`src/rtl/adder_arbiter.sv`:
```
// adder_arbiter: shares one external 32-bit adder among NREQ requesters, one operation at a time.
// Define ADD_ARB_FIXED_PRI_EN for fixed lowest-index-wins priority instead of round-robin.
module adder_arbiter #(
  parameter int unsigned NREQ          = 4,
  parameter int unsigned IDW           = (NREQ > 1) ? $clog2(NREQ) : 1,
  parameter int unsigned SETTLE_CYCLES = 2
) (
  input  logic                clk,
  input  logic                rst_n,
  input  logic [NREQ-1:0]     req_valid,
  output logic [NREQ-1:0]     req_ready,
  input  logic [NREQ*32-1:0]  req_a,
  input  logic [NREQ*32-1:0]  req_b,
  output logic [31:0]         add_a,
  output logic [31:0]         add_b,
  input  logic [31:0]         add_sum,
  input  logic                add_cout,
  output logic                rsp_valid,
  input  logic                rsp_ready,
  output logic [IDW-1:0]      rsp_id,
  output logic [31:0]         rsp_sum,
  output logic                rsp_cout,
  output logic                rsp_ovf,
  output logic                busy
);

  localparam int unsigned DW = 32;
  localparam int unsigned CW = (SETTLE_CYCLES > 1) ? $clog2(SETTLE_CYCLES) : 1;

  typedef enum logic [1:0] {
    IDLE   = 2'd0,
    SETTLE = 2'd1,
    RESP   = 2'd2
  } state_t;

  state_t          state, state_next;
  logic [CW-1:0]   cnt, cnt_next;
  logic [IDW-1:0]  ptr;
  logic [NREQ-1:0] grant;
  logic [IDW-1:0]  grant_id;
  logic            grant_any;
  logic [IDW:0]    pos;
  logic [DW-1:0]   add_a_next, add_b_next, rsp_sum_next;
  logic            rsp_valid_next, rsp_cout_next, rsp_ovf_next;
  logic [IDW-1:0]  rsp_id_next;
  logic            ovf_c;

  // Rotating search: first asserted req_valid at or above ptr, wrapping past NREQ-1.
  always_comb begin
    grant     = '0;
    grant_id  = '0;
    grant_any = 1'b0;
    pos       = '0;
    for (int unsigned k = 0; k < NREQ; k++) begin
      pos = {1'b0, ptr} + (IDW+1)'(k);
      if (pos >= (IDW+1)'(NREQ)) pos = pos - (IDW+1)'(NREQ);
      if (!grant_any && req_valid[pos[IDW-1:0]]) begin
        grant[pos[IDW-1:0]] = 1'b1;
        grant_id            = pos[IDW-1:0];
        grant_any           = 1'b1;
      end
    end
  end

  assign ovf_c = (add_a[DW-1] == add_b[DW-1]) && (add_sum[DW-1] != add_a[DW-1]);
  assign busy  = (state != IDLE);

  // Next-state and datapath updates.
  always_comb begin
    state_next     = state;
    cnt_next       = cnt;
    add_a_next     = add_a;
    add_b_next     = add_b;
    rsp_valid_next = rsp_valid;
    rsp_id_next    = rsp_id;
    rsp_sum_next   = rsp_sum;
    rsp_cout_next  = rsp_cout;
    rsp_ovf_next   = rsp_ovf;
    req_ready      = '0;
    unique case (state)
      IDLE: begin
        // Gated by rst_n so the grant reads zero while reset is held.
        if (rst_n) req_ready = grant;
        if (grant_any) begin
          add_a_next  = req_a[{grant_id, 5'b0} +: DW];
          add_b_next  = req_b[{grant_id, 5'b0} +: DW];
          rsp_id_next = grant_id;
          cnt_next    = CW'(SETTLE_CYCLES - 1);
          state_next  = SETTLE;
        end
      end
      SETTLE: begin
        if (cnt != '0) begin
          cnt_next = cnt - CW'(1);
        end else begin
          rsp_sum_next   = add_sum;
          rsp_cout_next  = add_cout;
          rsp_ovf_next   = ovf_c;
          rsp_valid_next = 1'b1;
          state_next     = RESP;
        end
      end
      RESP: begin
        if (rsp_valid && rsp_ready) begin
          rsp_valid_next = 1'b0;
          state_next     = IDLE;
        end
      end
      default: state_next = IDLE;
    endcase
  end

  always_ff @(posedge clk or negedge rst_n) begin
    if (!rst_n) begin
      state     <= IDLE;
      cnt       <= '0;
      add_a     <= '0;
      add_b     <= '0;
      rsp_valid <= 1'b0;
      rsp_id    <= '0;
      rsp_sum   <= '0;
      rsp_cout  <= 1'b0;
      rsp_ovf   <= 1'b0;
    end else begin
      state     <= state_next;
      cnt       <= cnt_next;
      add_a     <= add_a_next;
      add_b     <= add_b_next;
      rsp_valid <= rsp_valid_next;
      rsp_id    <= rsp_id_next;
      rsp_sum   <= rsp_sum_next;
      rsp_cout  <= rsp_cout_next;
      rsp_ovf   <= rsp_ovf_next;
    end
  end

`ifdef ADD_ARB_FIXED_PRI_EN
  assign ptr = '0;
`else
  logic [IDW-1:0] ptr_next;

  // Pointer moves just past the requester whose response was accepted.
  always_comb begin
    ptr_next = ptr;
    if (state == RESP && rsp_valid && rsp_ready)
      ptr_next = (rsp_id == IDW'(NREQ - 1)) ? '0 : rsp_id + IDW'(1);
  end

  always_ff @(posedge clk or negedge rst_n) begin
    if (!rst_n) ptr <= '0;
    else        ptr <= ptr_next;
  end
`endif

endmodule

```
`config.mk`:
```
export PLATFORM = sky130hd
export DESIGN_NAME = adder_arbiter
export DESIGN_NICKNAME = d
export VERILOG_FILES = /design/src/rtl/adder_arbiter.sv
export SDC_FILE = /design/constraint.sdc
export NUM_CORES = 1
export LEC_CHECK = 0
export BUFFER_PORTS_ARGS = -buffer_cell sky130_fd_sc_hd__buf_2
export CORE_AREA = 2 2 158 160
export CTS_BUF_LIST = sky130_fd_sc_hd__clkbuf_4 sky130_fd_sc_hd__clkbuf_8
export DETAILED_ROUTE_END_ITERATION = 7
export DIE_AREA = 0 0 160 162
export PLACE_DENSITY_LB_ADDON = 0.05
export RECOVER_POWER = 25
export SYNTH_ARGS = -nofsm -noshare
export SYNTH_HDL_FRONTEND = slang
export SYNTH_SLANG_ARGS = --single-unit
```
`constraint.sdc`:
```
create_clock -name clk -period 6.1 [get_ports clk]
set_input_delay 1.22 -clock clk [delete_from_list [all_inputs] [get_ports clk]]
set_output_delay 1.22 -clock clk [all_outputs]
set_load 0.005 [all_outputs]
```
=== After elaboration in Yosys (flattened, before gate mapping) ===
Cells that the tools add are included.

* Output and inout port bits: 106
* Register bits after elaboration: 106
* Logic and storage cells: 113

* Shifts and indexed selects: 2
* Reduce and logical (&&, ||, !) cells: 23
* Bitwise operators: 4
* Mux-type cells: 45
* Magnitude comparators: 12
* Equality and inequality tests: 8
* Add/sub/neg operators: 9

{| class="wikitable"
|+ Operator list
! kind !! number
|-
| variable part select 128 x 8 -> 32 bit || 2
|-
| 2-to-1 mux 2 bit || 12
|-
| 2-to-1 mux 4 bit || 6
|-
| 2-to-1 mux 1 bit || 16
|-
| less-than comparator 2 x 3 -> 1 bit, second input constant || 4
|-
| bitwise OR 4 bit || 3
|-
| logical AND 1 bit || 11
|-
| greater-or-equal comparator 3 bit, second input constant || 3
|-
| binary-select mux 1 bit (select 2 bit) || 4
|-
| demux 1 bit (select 2 bit) || 4
|-
| greater-or-equal comparator 2 x 1 -> 1 bit, second input constant || 4
|-
| subtractor 2 x 1 -> 2 bit, second input constant || 4
|-
| adder 2 x 2 -> 3 bit, second input constant || 2
|-
| inequality test 2 bit, second input constant || 3
|-
| case mux 2 bit (3 select lines) || 1
|-
| AND reduction 2 bit || 3
|-
| AND reduction 3 bit || 2
|-
| nonzero test 2 bit || 3
|-
| == test 2 bit, second input constant || 2
|-
| case mux 1 bit (2 select lines) || 2
|-
| adder 2 x 1 -> 3 bit, second input constant || 1
|-
| greater-or-equal comparator 2 x 3 -> 1 bit, second input constant || 1
|-
| logical NOT 1 bit || 3
|-
| adder 2 x 1 -> 2 bit, second input constant || 1
|-
| 6 further kinds || 6
|}

=== Logic depth before layout (Yosys ltp) ===
Gate-level depths: netlist of the first run.

* Word-level depth: 16
* Mapped depth: 14
* Depth with buffers taken out: 8

=== Worst setup path before layout of the first run ===
No wires, ideal clock.

* Path type: input port to output port
* Start: in req_valid[1]
* End: out req_ready[0]
* Stages on the path: 10
* Path slack: 1.974 ns
* Buffers on the path: 4
* Data arrival time: 2.906 ns
* Cells stage by stage: buf_4 -> mux4_2 -> nor2b_4 -> buf_6 -> clkbuf_1 -> clkbuf_1 -> a22oi_1 -> nor2_1 -> a221oi_1 -> nor2_1

* Longest elaborated chain between the ends: 14

{| class="wikitable"
|+ Ends and longest elaborated chain
! item !! line !! RTL
|-
| start: declaration || 10 || <nowiki>input logic [NREQ-1:0] req_valid,</nowiki>
|-
| binary-select mux 1 bit (select 2 bit) || 57 || <nowiki>if (!grant_any && req_valid[pos[IDW-1:0]]) begin</nowiki>
|-
| 2-to-1 mux 1 bit (implied by the code) || 57 ||
|-
| 2-to-1 mux 1 bit || 57 ||
|-
| logical NOT 1 bit || 57 ||
|-
| logical AND 1 bit || 57 ||
|-
| 2-to-1 mux 1 bit || 57 ||
|-
| logical NOT 1 bit || 57 ||
|-
| logical AND 1 bit || 57 ||
|-
| 2-to-1 mux 1 bit || 57 ||
|-
| logical NOT 1 bit || 57 ||
|-
| logical AND 1 bit || 57 ||
|-
| 2-to-1 mux 4 bit * || 57 ||
|-
| 2-to-1 mux 4 bit * || 83 || <nowiki>if (rst_n) req_ready = grant;</nowiki>
|-
| 2-to-1 mux 4 bit * || 80 || <nowiki>unique case (state)</nowiki>
|-
| end: declaration || 11 || <nowiki>output logic [NREQ-1:0] req_ready,</nowiki>
|}

Every way passes the cells marked *; elsewhere a longest branch is shown, timed or not. The select of a mux whose other input is x is not followed.

=== Worst setup path after layout of the first run ===
* Start: reg ptr[0]
* End: out req_ready[0]

* Longest elaborated chain between the ends: 16

{| class="wikitable"
|+ Ends and longest elaborated chain
! item !! line !! RTL
|-
| start: declaration || 38 || <nowiki>logic [IDW-1:0] ptr;</nowiki>
|-
| start signal: assignment || 151 || <nowiki>else ptr <= ptr_next;</nowiki>
|-
| parallel branches: the longest is 13 deep, another holds adder 2 x 1 -> 3 bit || -- ||
|-
| 2-to-1 mux 4 bit * || 57 ||
|-
| 2-to-1 mux 4 bit * || 83 ||
|-
| 2-to-1 mux 4 bit * || 80 ||
|}

Mark *: on every way between the ends. The select of a mux whose other input is x is not followed.

==> results.md, run 1 <==
- Violations in the final reports: capacitance limit, slew limit
- Critical Path Source Type: flop
- Half-perimeter wire length of the detailed placement result: 22600 um
- Layout overhead on the synthesized area: 28.7%
- Core Footprint: 24100 um2
- Post-CTS setup-driven buffer insertion count: 0
- Actual slew at the worst max-slew pin: 3.04 ns
- Worst Setup End Kind: output pin
- Cell Count Post-Placement: 1651
- GRT Resource Usage Total: 25.4%
- Number of storage elements in the synthesis netlist: 106
- Crit path DAT: 3.80 ns
- Worst Path Max Fanout: 87
- Setup repair after global routing missed its margin: false
- Max H-tree Level: 3
- Length in cells of the worst reg-to-reg path: 9
- Worst setup path class: flop to output pin
- Hold Startpoint: add_b[17]
- Syn Nets: 1329
- Cell count after synthesis: 1024
- Largest net degree at the start of global routing: 88
- Maximum capacitance violations: 1
- FF/Latch Area: 2660 um2
- Clock Sink Count: 106
- Status: complete, but fails checks
- DRC violation total after the first TritonRoute iteration: 907
- Final Hold Vio Count: 0
- Floorplan die area: 25900 um2
- Slew margin rel.: -103%
- Count of endpoints failing setup in the final report: 0
- Drt pass-1 iters: 7
- Worst voltage drop across the vdd grid: 350 uV
- Minimum period implied by the final worst setup slack: 5.02 ns
- Initial standard-cell utilization of the core: 34.0%
- Number of nets still failing antenna checks after routing: 0
- CTS resizes: 0
- Number of buffers added by the clock tree synthesis step: 9
- End of the worst register-to-register path: add_b[0]
- Combined area of the multi-input logic cells: 4640 um2
- Final core utilization: 43.7%
- Wire length of the first global-routing pass: 52800 um
- Clock slew seen by the registers of the worst setup and hold paths: 0.13 ns
- Via count: 9506
- Detailed-route vias per instance: 5.68
- Netlist area before placement: 8190 um2
- Total power: 0.00551 W
- Final period utilization: 82.3%
- Latest clock arrival within the worst-skew pair: 0.41 ns
- Reported leakage power: 5.22 nW
- Antenna violations before repair: 9
- Final TNS setup: 0 ns
- Wirelength, routed: 34100 um
- Synth warnings: 0
- Ratio of cells with drive above 1 in the final layout: 35.9%
- Reg-to-reg setup timing slack: 1.48 ns
- Number of global-route vias before repair: 9182
- CTS tree: built
- Sequential-to-total area share from yosys stat: 32.4%
- Number of different library cells in the post-synthesis netlist: 42
- Endpoint required time on the critical path: 4.88 ns
- Final-stage net count: 1643
- End point of the most critical hold path: add_b[17]
- Non-filler instance count after layout: 1674
- Mean routed wirelength per cell: 20.4 um
- Hold buffer count at cts: 0
- Remaining global-route overflow: 0
- Die extent in x: 160 um
- Number of DRC violations after detailed routing: 0
- Hold path cells: 1
- Top Ports: 402
- Path type of the worst min-delay path: flop to flop
- Row Count: 57
- Port-buffer cells: 401
- Max Slew Vio Count: 38
- Fmax achieved: 0.199 GHz
- Chip Height: 162 um
- Power per standard cell area: 523 nW/um2
- Final GP Congestion: 0.825
- Fill count: 2572
- Post-synthesis area per instance: 8.00 um2
- Library cell used as clock root buffer: sky130_fd_sc_hd__clkbuf_8
- R2R Path Start: ptr[0]
- Maximum number of buffers from clock root to sink: 2
- Clock Skews: 0.0206 ns
## layer usage
metal	track usage, %	part of all wire (%)	vias up
met1	33.4	43	4553
met2	42.1	48	430
li1	-	-	4482
met5	0	0.076	-
met3	4.90	7.6	37
met4	8.72	1.8	4
## critical path, stage by stage (launching register included)
cell and delay, ns:
sky130_fd_sc_hd__dfrtp_4 1.16, sky130_fd_sc_hd__inv_1 0.33, sky130_fd_sc_hd__ha_1 0.50, sky130_fd_sc_hd__or3_1 0.45, sky130_fd_sc_hd__nor3_1 0.16, sky130_fd_sc_hd__a31oi_1 0.06
sky130_fd_sc_hd__o22ai_1 0.30, sky130_fd_sc_hd__a221oi_1 0.14, sky130_fd_sc_hd__nor2_1 0.15, sky130_fd_sc_hd__buf_2 0.14
## per-stage QoR
stage / hold slack (ns) / cell area (um2) / setup WS (ns)
after detailed placement: 0.473 / 10300 / 1.51
after global routing: 0.519 / 10500 / 0.796
after global placement: 0.466 / 10300 / 1.62
after floorplan: 0.468 / 8190 / 1.97
final: 0.501 / 10500 / 1.08
after CTS: 0.504 / 10500 / 1.05
## worst max path at each step
stage | from | endpoint | slack [ns]
final | ptr[0] | req_ready[0] | 1.08
after global routing | ptr[0] | req_ready[0] | 0.80
after CTS | ptr[0] | req_ready[0] | 1.05
after detailed placement | ptr[0] | add_a[16] | 1.51
after global placement | ptr[0] | req_ready[0] | 1.62
after floorplan | req_valid[1] | req_ready[0] | 1.97
## cell type report
type | count | share of cell area (%)
Timing Repair Buffer | 414 | 20.2
Inverter | 127 | 4.52
Sequential cell | 106 | 25.2
Tap cell | 324 | 3.84
Multi-Input combinational cell | 680 | 44.0
Clock inverter | 7 | 0.961
Antenna cell | 7 | 0.166
Clock buffer | 9 | 1.17
## cells in the final DEF, fill, tap and decap left out, types with 2 or more instances in the layout
cell,n
sky130_fd_sc_hd__clkbuf_8,9
sky130_fd_sc_hd__buf_12,2
sky130_fd_sc_hd__diode_2,7
sky130_fd_sc_hd__inv_1,127
sky130_fd_sc_hd__ha_1,9
sky130_fd_sc_hd__a21o_1,3
sky130_fd_sc_hd__clkinv_8,4
sky130_fd_sc_hd__a221oi_1,126
sky130_fd_sc_hd__o21ai_1,11
sky130_fd_sc_hd__clkbuf_1,3
sky130_fd_sc_hd__nand3b_1,2
sky130_fd_sc_hd__nand2_1,8
sky130_fd_sc_hd__nor3_1,118
sky130_fd_sc_hd__mux2_2,40
sky130_fd_sc_hd__buf_4,12
sky130_fd_sc_hd__nand2b_1,3
sky130_fd_sc_hd__a211oi_1,5
sky130_fd_sc_hd__nor2_1,23
sky130_fd_sc_hd__mux4_2,2
sky130_fd_sc_hd__a211o_1,59
sky130_fd_sc_hd__buf_2,397
sky130_fd_sc_hd__o21ai_0,115
sky130_fd_sc_hd__dfrtp_1,105
sky130_fd_sc_hd__a22oi_1,4
sky130_fd_sc_hd__mux2i_1,9
sky130_fd_sc_hd__a21oi_1,122
## registers in the layout (all words and copies together), names as in the netlist
name,count
rsp_id,2
cnt,1
add_b,32
rsp_cout,1
rsp_sum,32
rsp_valid,1
state,2
add_a,32
ptr,2
rsp_ovf,1
## cells by family after synthesis
group,Yosys count,synth area share (%)
AOI/OAI and AO/OA,458,37.5
adders and majority gates,9,1.37
and+or+nand+nor,160,9.71
buffers and inverters,238,11.6
DFF,106,32.4
muxes,53,7.45
## power by group
group	switching [W]	internal, W
clock network	0.000342	0.000173
logic	0.00214	0.00146
registers	0.000322	0.00108
total	0.00280	0.00271
## synthesized netlist by cell type (all sizes together)
cell type / number / area (um2)
inv: 127 / 477
a221oi: 126 / 1100
o21ai: 126 / 631
a21oi: 122 / 611
nor3: 118 / 591
dfrtp: 106 / 2650
clkbuf: 91 / 342
a211o: 60 / 526
mux2: 41 / 465
nor2: 23 / 86.3
buf: 20 / 133
mux2i: 10 / 100
ha: 9 / 113
nand2: 8 / 30.0
a211oi: 6 / 45.0
a22oi: 4 / 30.0
a21o: 3 / 22.5
nand2b: 3 / 18.8
a21boi: 2 / 26.3
mux4: 2 / 45.0
nand3b: 2 / 15.0
a221o: 1 / 10.0
a22o: 1 / 8.76
a311oi: 1 / 8.76
a31oi: 1 / 6.26
nand4b: 1 / 8.76
nor2b: 1 / 13.8
o211ai: 1 / 7.51
o221a: 1 / 11.3
o22a: 1 / 8.76
o22ai: 1 / 6.26
o31ai: 1 / 7.51
or2: 1 / 6.26
or3: 1 / 6.26
or3b: 1 / 8.76
or4: 1 / 11.3
Note: power is estimated with default switching activity, not from simulation.
==> inputs of run 2 (changes only) <==
--- a/config.mk
+++ b/config.mk
@@ -6,10 +6,11 @@
 export NUM_CORES = 1
 export LEC_CHECK = 0
 export BUFFER_PORTS_ARGS = -buffer_cell sky130_fd_sc_hd__buf_2
-export CORE_AREA = 2 2 158 160
+export CORE_ASPECT_RATIO = 0.5
+export CORE_MARGIN = 1
+export CORE_UTILIZATION = 44
 export CTS_BUF_LIST = sky130_fd_sc_hd__clkbuf_4 sky130_fd_sc_hd__clkbuf_8
 export DETAILED_ROUTE_END_ITERATION = 7
-export DIE_AREA = 0 0 160 162
 export PLACE_DENSITY_LB_ADDON = 0.05
 export RECOVER_POWER = 25
 export SYNTH_ARGS = -nofsm -noshare
==> constraint.sdc (replaced) <==
create_clock -name clk -period 4.1 [get_ports clk]
set_input_delay 0.82 -clock clk [delete_from_list [all_inputs] [get_ports clk]]
set_output_delay 0.82 -clock clk [all_outputs]
set_load 0.005 [all_outputs]
==> run 2 against run 1 <==
- the run still ends with capacitance limit, slew limit left
- wire length is 6.8% lower
- clock skew rose by 0.0023 ns
- register-to-register slack got worse by 0.84 ns
- clock power increased by 33%
- setup slack worse by 0.76 ns
- critical path depth is the same
- die area decreased by 26%
- non-clock buffer count increased by 8
- cell area down 0.75%
- first-iteration DRC count is 18% lower
- critical path type unchanged
- largest cell class unchanged
- highest routed layer unchanged
==> results.md, run 2 (synthesis gave the netlist of run 1 again) <==
- CP Cell Sequence: inv_1 > ha_1 > or3_1 > nor3_1 > a31oi_1 > o22ai_1 > a221oi_1 > nor2_1 > buf_2
- Via count: 9797 (+3.1%)
- Actual slew at the worst max-slew pin: 1.78 ns (-1.26 ns)
- Row Count: 34 (-40%)
- Wirelength, routed: 31800 um (-6.8%)
- Post-CTS setup-driven buffer insertion count: 0 (unchanged)
- Number of nets still failing antenna checks after routing: 0 (unchanged)
- Detailed-route vias per instance: 6.17 (+8.6%)
- Critical Path Source Type: flop
- Clock share of power: 8.4% (-1.0 points)
- Power per standard cell area: 783 nW/um2 (+50%)
- Share of power burned in combinational logic: 67.9% (+2.7 points)
- Clock slew seen by the registers of the worst setup and hold paths: 0.10 ns (-0.03 ns)
- Clock Skews: 0.0229 ns (+0.00225 ns)
- Worst setup path class: flop to output pin
- Number of DRC violations after detailed routing: 0 (unchanged)
- Core Footprint: 17800 um2 (-26%)
- Least setup slack across all paths after layout: 0.316 ns (-0.764 ns)
- Final period utilization: 92.3%
- End of the worst register-to-register path: add_b[10]
- Reg-to-reg setup timing slack: 0.64 ns (-0.84 ns)
- Floorplan die area: 19200 um2 (-26%)
- Top Ports: 402 (unchanged)
- Hold path cells: 1 (unchanged)
- Min Hold Slack: 0.493 ns (-0.00777 ns)
- CTS resizes: 0 (unchanged)
- Antenna violations before repair: 3 (-6)
- Commonest non-fill, non-tap cell in the layout: sky130_fd_sc_hd__buf_2
- Mean routed wirelength per cell: 20.0 um (-1.7%)
- Maximum capacitance violations: 1 (unchanged)
- Registers with the most flip-flops: add_a: 32 flops, add_b: 32 flops, rsp_sum: 32 flops
- Final TNS setup: 0 ns (unchanged)
- Largest net degree at the start of global routing: 96 (+9.1%)
- Final-stage net count: 1651 (+0.49%)
- Worst Path Max Fanout: 12 (-86%)
- Final GP Congestion: 0.881 (+6.8%)
- R2R Path Start: ptr[1]
- Status: complete, but fails checks
- Die extent in x: 195 um (+22%)
- GRT Resource Usage Total: 32.4% (+7.0 points)
- Layout overhead on the synthesized area: 27.8%
- Worst Setup End Kind: output pin
- Wire length of the first global-routing pass: 50100 um (-5.0%)
- Fmax achieved: 0.264 GHz
- Most frequent cells in the layout: sky130_fd_sc_hd__buf_2, sky130_fd_sc_hd__inv_1, sky130_fd_sc_hd__a221oi_1
- Port-buffer cells: 401 (unchanged)
- Violations in the final reports: capacitance limit, slew limit
- Hold Startpoint: add_a[11]
- Sw Share: 50.2% (-0.65 points)
- Clock Sink Count: 106 (unchanged)
- Chip Height: 98.5 um (-39%)
- Slowest stage cell on the critical path: sky130_fd_sc_hd__dfrtp_1
- CTS tree: built
- Count of endpoints failing setup in the final report: 0 (unchanged)
- Final cell area excluding filler cells: 10500 um2 (-0.75%)
- Initial standard-cell utilization of the core: 46.1% (+12 points)
- Worst setup slack before clock tree synthesis: 0.699 ns (-0.810 ns)
- Largest incremental delay on the critical path: 0.62 ns (-0.54 ns)
- DRC violation total after the first TritonRoute iteration: 742 (-18%)
- Length in cells of the worst reg-to-reg path: 9 (unchanged)
- Hold buffer count at cts: 0 (unchanged)
- Final Hold Vio Count: 0 (unchanged)
- Setup repair after global routing missed its margin: false
- Max Slew Vio Count: 30 (-21%)
- Endpoint required time on the critical path: 3.28 ns (-1.60 ns)
- Remaining global-route overflow: 0 (unchanged)
- Crit path DAT: 2.96 ns (-0.84 ns)
- Area of placed instances: 10300 um2 (-0.39%)
- Worst voltage drop across the vdd grid: 606 uV (+73%)
- Number of buffers added by the clock tree synthesis step: 9 (unchanged)
- Minimum period implied by the final worst setup slack: 3.78 ns
- Reported leakage power: 5.25 nW (+0.71%)
- Part of the power in registers: 23.7% (-1.7 points)
- Power Internal: 0.00408 W (+51%)
- Number of global-route vias before repair: 9704 (+5.7%)
- Slew margin rel.: -18.9% (+84 points)
- Half-perimeter wire length of the detailed placement result: 21600 um (-4.4%)
- Latest clock arrival within the worst-skew pair: 0.41 ns (about the same)
- Path type of the worst min-delay path: flop to flop
- Drt pass-1 iters: 5 (-2)
- Net switching power: 0.00411 W (+47%)
- Max H-tree Level: 3 (unchanged)
- End point of the most critical hold path: add_a[11]
- Library cell used as clock root buffer: sky130_fd_sc_hd__clkbuf_8
- Maximum number of buffers from clock root to sink: 2 (unchanged)
- Ratio of cells with drive above 1 in the final layout: 36.5% (+0.60 points)
run 2: layer usage:
metal / wire (um) / GRT usage, %
met1: 12700 / 39.5
met5: 10 / 0
met2: 15400 / 55.6
met3: 2650 / 8.59
met4: 977 / 11.9
run 2: worst max-delay path, delay by kind of cell, from the launching register on:
family / cells / cell delay [ns]
and+or+nand+nor: 3 / 0.71
DFF: 1 / 0.62
AOI/OAI and AO/OA: 3 / 0.52
adders and majority gates: 1 / 0.42
buffers and inverters: 2 / 0.31
run 2: cell type report:
cell class / instances / area [um2]
antenna: 3 / 7.51
clock buffer: 10 / 138
clock inverter: 6 / 56.3
fill: 1710 / 7320
inverter: 127 / 477
multi-input combinational: 680 / 4640
sequential: 106 / 2660
tap: 234 / 293
timing repair buffer: 422 / 2200
run 2: worst max path at each step:
stage	start	to	slack (ns)	cells past startpoint
floorplan	ptr[0]	req_ready[0]	0.46	13
global placement	req_valid[2]	add_a[26]	0.79	8
detailed placement	req_valid[2]	add_b[25]	0.70	8
CTS	ptr[1]	req_ready[0]	0.35	9
global route	ptr[1]	req_ready[0]	0.09	9
finish	ptr[1]	req_ready[0]	0.32	9
run 2: per-stage QoR:
step / instances / util, % / total power (W)
final: 1588 / 58.9 / 0.00819
after global routing: 1587 / 58.8 / 0.00882
after CTS: 1585 / 58.9 / 0.00818
after detailed placement: 1569 / 57.8 / 0.00748
after global placement: 1569 / 57.8 / 0.00731
after floorplan: 1024 / - / 0.00566
run 2: power by group through the flow:
stage	clock (W)	combinational [W]	sequential [W]
floorplan	0	0.00370	0.00196
global placement	0	0.00538	0.00193
detailed placement	0	0.00552	0.00196
CTS	0.000705	0.00554	0.00194
global route	0.000741	0.00607	0.00201
finish	0.000686	0.00556	0.00194
==> inputs of run 3 (changes only) <==
--- a/config.mk
+++ b/config.mk
@@ -5,7 +5,8 @@
 export SDC_FILE = /design/constraint.sdc
 export NUM_CORES = 1
 export LEC_CHECK = 0
-export BUFFER_PORTS_ARGS = -buffer_cell sky130_fd_sc_hd__buf_2
+export ABC_CLOCK_PERIOD_IN_PS = 4100
+export BUFFER_PORTS_ARGS = -buffer_cell sky130_fd_sc_hd__clkbuf_2
 export CORE_ASPECT_RATIO = 0.5
 export CORE_MARGIN = 1
 export CORE_UTILIZATION = 44
==> run 3 against run 2 <==
- the run still ends with capacitance limit, slew limit left
- sequential share of layout area about the same
- non-clock buffer count rose by 2
- wire length shrank 0.29%
- fmax down 1.3%
- worst hold slack worse by 0.17 ns
- clock power increased by 6.9%
- critical path depth unchanged
- final cell count about the same
- utilization is 0.077 points higher
- critical endpoint is now req_ready[2]
==> results.md, run 3 (synthesis gave the netlist of run 1 again) <==
- Clock Sink Count: 106 (unchanged)
- DRC violation total after the first TritonRoute iteration: 723 (-2.6%)
- Endpoint required time on the critical path: 3.28 ns (about the same)
- Final Hold Vio Count: 0 (unchanged)
- Library cell used as clock root buffer: sky130_fd_sc_hd__clkbuf_8
- Worst voltage drop across the vdd grid: 464 uV (-23%)
- Number of DRC violations after detailed routing: 0 (unchanged)
- Least setup slack across all paths after layout: 0.264 ns (-0.0517 ns)
- Power per standard cell area: 787 nW/um2 (+0.56%)
- Drt pass-1 iters: 5 (unchanged)
- Post-CTS setup-driven buffer insertion count: 0 (unchanged)
- Clock slew seen by the registers of the worst setup and hold paths: 0.11 ns (about the same)
- Remaining global-route overflow: 0 (unchanged)
- Number of global-route vias before repair: 9570 (-1.4%)
- Reported leakage power: 5.34 nW (+1.7%)
- Chip Height: 98.5 um (unchanged)
- Slowest stage cell on the critical path: sky130_fd_sc_hd__dfrtp_1
- Worst setup path class: flop to output pin
- Detailed-route vias per instance: 6.12 (-0.83%)
- Antenna violations before repair: 0 (-3)
- Critical Path Source Type: flop
- Status: complete, but fails checks
- Count of endpoints failing setup in the final report: 0 (unchanged)
- Floorplan die area: 19200 um2 (unchanged)
- Clock Skews: 0.0135 ns (-0.00932 ns)
- Final-stage net count: 1653 (+0.12%)
- Final period utilization: 93.6% (+1.3 points)
- Port-buffer cells: 401 (unchanged)
- Path type of the worst min-delay path: input pin to asynchronous set/reset pin
- Largest incremental delay on the critical path: 0.63 ns (about the same)
- Initial standard-cell utilization of the core: 46.1% (unchanged)
- CTS resizes: 0 (unchanged)
- Violations in the final reports: capacitance limit, slew limit
- Wire length of the first global-routing pass: 49700 um (-0.71%)
- Commonest non-fill, non-tap cell in the layout: sky130_fd_sc_hd__clkbuf_2
- Number of buffers added by the clock tree synthesis step: 9 (unchanged)
- Max H-tree Level: 3 (unchanged)
- Final TNS setup: 0 ns (unchanged)
- GRT Resource Usage Total: 32.2% (-0.26 points)
- Worst Path Max Fanout: 12 (unchanged)
- Latest clock arrival within the worst-skew pair: 0.40 ns (about the same)
- Minimum period implied by the final worst setup slack: 3.84 ns (+0.0517 ns)
- CP Cell Sequence: inv_1 > ha_1 > or3_1 > nor3_1 > a31oi_1 > o22ai_1 > a221oi_1 > nor2_1 > clkbuf_2
- Fill count: 1708 (-0.12%)
- Hold buffer count at cts: 0 (unchanged)
- Crit path DAT: 3.02 ns (+0.06 ns)
- Wirelength, routed: 31700 um (-0.29%)
- Via count: 9710 (-0.89%)
- Maximum number of buffers from clock root to sink: 2 (unchanged)
- Max Slew Vio Count: 36 (+20%)
- Final GP Congestion: 0.911 (+3.4%)
- Core Footprint: 17800 um2 (unchanged)
- Layout overhead on the synthesized area: 27.9%
- CTS tree: built
- Registers with the most flip-flops: add_a: 32 flops, add_b: 32 flops, rsp_sum: 32 flops
- Half-perimeter wire length of the detailed placement result: 21500 um (-0.48%)
- Mean routed wirelength per cell: 20.0 um (-0.22%)
- Number of nets still failing antenna checks after routing: 0 (unchanged)
- Row Count: 34 (unchanged)
- Actual slew at the worst max-slew pin: 2.13 ns (+0.346 ns)
- Antenna diode count: 0 (-3)
- Die extent in x: 195 um (unchanged)
- Slew margin rel.: -41.9% (-23 points)
- Fmax achieved: 0.261 GHz (-1.3%)
- Top Ports: 402 (unchanged)
- Setup repair after global routing missed its margin: false
- Largest net degree at the start of global routing: 98 (+2.1%)
- Worst setup slack before clock tree synthesis: 0.661 ns (-0.0382 ns)
- Worst Setup End Kind: output pin
- Maximum capacitance violations: 1 (unchanged)
- Ratio of cells with drive above 1 in the final layout: 36.6% (+0.094 points)
- Most frequent cells in the layout: sky130_fd_sc_hd__clkbuf_2, sky130_fd_sc_hd__inv_1, sky130_fd_sc_hd__a221oi_1
run 3: layer usage:
metal,global-route usage [%],up-vias,share of wire [%]
met2,56.3,436,49
li1,-,4495,-
met5,0,-,0
met4,9.99,0,2.7
met3,8.32,59,7.7
met1,39.1,4720,40
run 3: critical path, delay by kind of cell, from the launching register on:
family	cells	cell delay, ns
adders and majority gates	1	0.42
DFF	1	0.63
AOI/OAI and AO/OA	3	0.54
buffers and inverters	2	0.32
and+or+nand+nor	3	0.73
run 3: path summary, 6_finish.rpt:
kind / start / endpoint / slack (ns) / cells after the start
setup / recovery: ptr[1] / req_ready[2] / 0.26 / 9
hold / removal: rst_n / rsp_sum[12] / 0.33 / 1
setup reg to reg: ptr[1] / add_a[29] / 0.56 / 9
hold reg to reg: add_a[9] / add_a[9] / 0.50 / 1
max in group asynchronous: rst_n / add_a[16] / 1.46 / 2
min in group clk: add_a[9] / add_a[9] / 0.50 / 1
run 3: power breakdown:
part	total (W)	internal [W]	switching (W)
Clock	0.000733	0.000309	0.000424
Sequential	0.00196	0.00161	0.000347
Combinational	0.00556	0.00221	0.00335
run 3: area by class of cell:
cell class                      instances  area [um2]  share of cell area (%)
Inverter                              127         477                    4.55
Clock buffer                           10         138                    1.31
Timing Repair Buffer                  424        2200                    21.0
Tap cell                              234         293                    2.79
Multi-Input combinational cell        680        4640                    44.3
Sequential cell                       106        2660                    25.3
Clock inverter                          6        72.6                   0.692
run 3: metrics by stage:
step / area, um2 / hold WS (ns) / cells / power (W) / util (%)
6_report: 10500 / 0.325 / 1587 / 0.00825 / 58.9
5_1_grt: 10500 / 0.320 / 1587 / 0.00889 / 58.9
4_1_cts: 10500 / 0.309 / 1587 / 0.00822 / 59.0
3_5_place_dp: 10300 / 0.476 / 1571 / 0.00749 / 57.8
3_3_place_gp: 10300 / 0.472 / 1571 / 0.00733 / 57.8
2_1_floorplan: 8190 / 0.468 / 1024 / 0.00566 / -
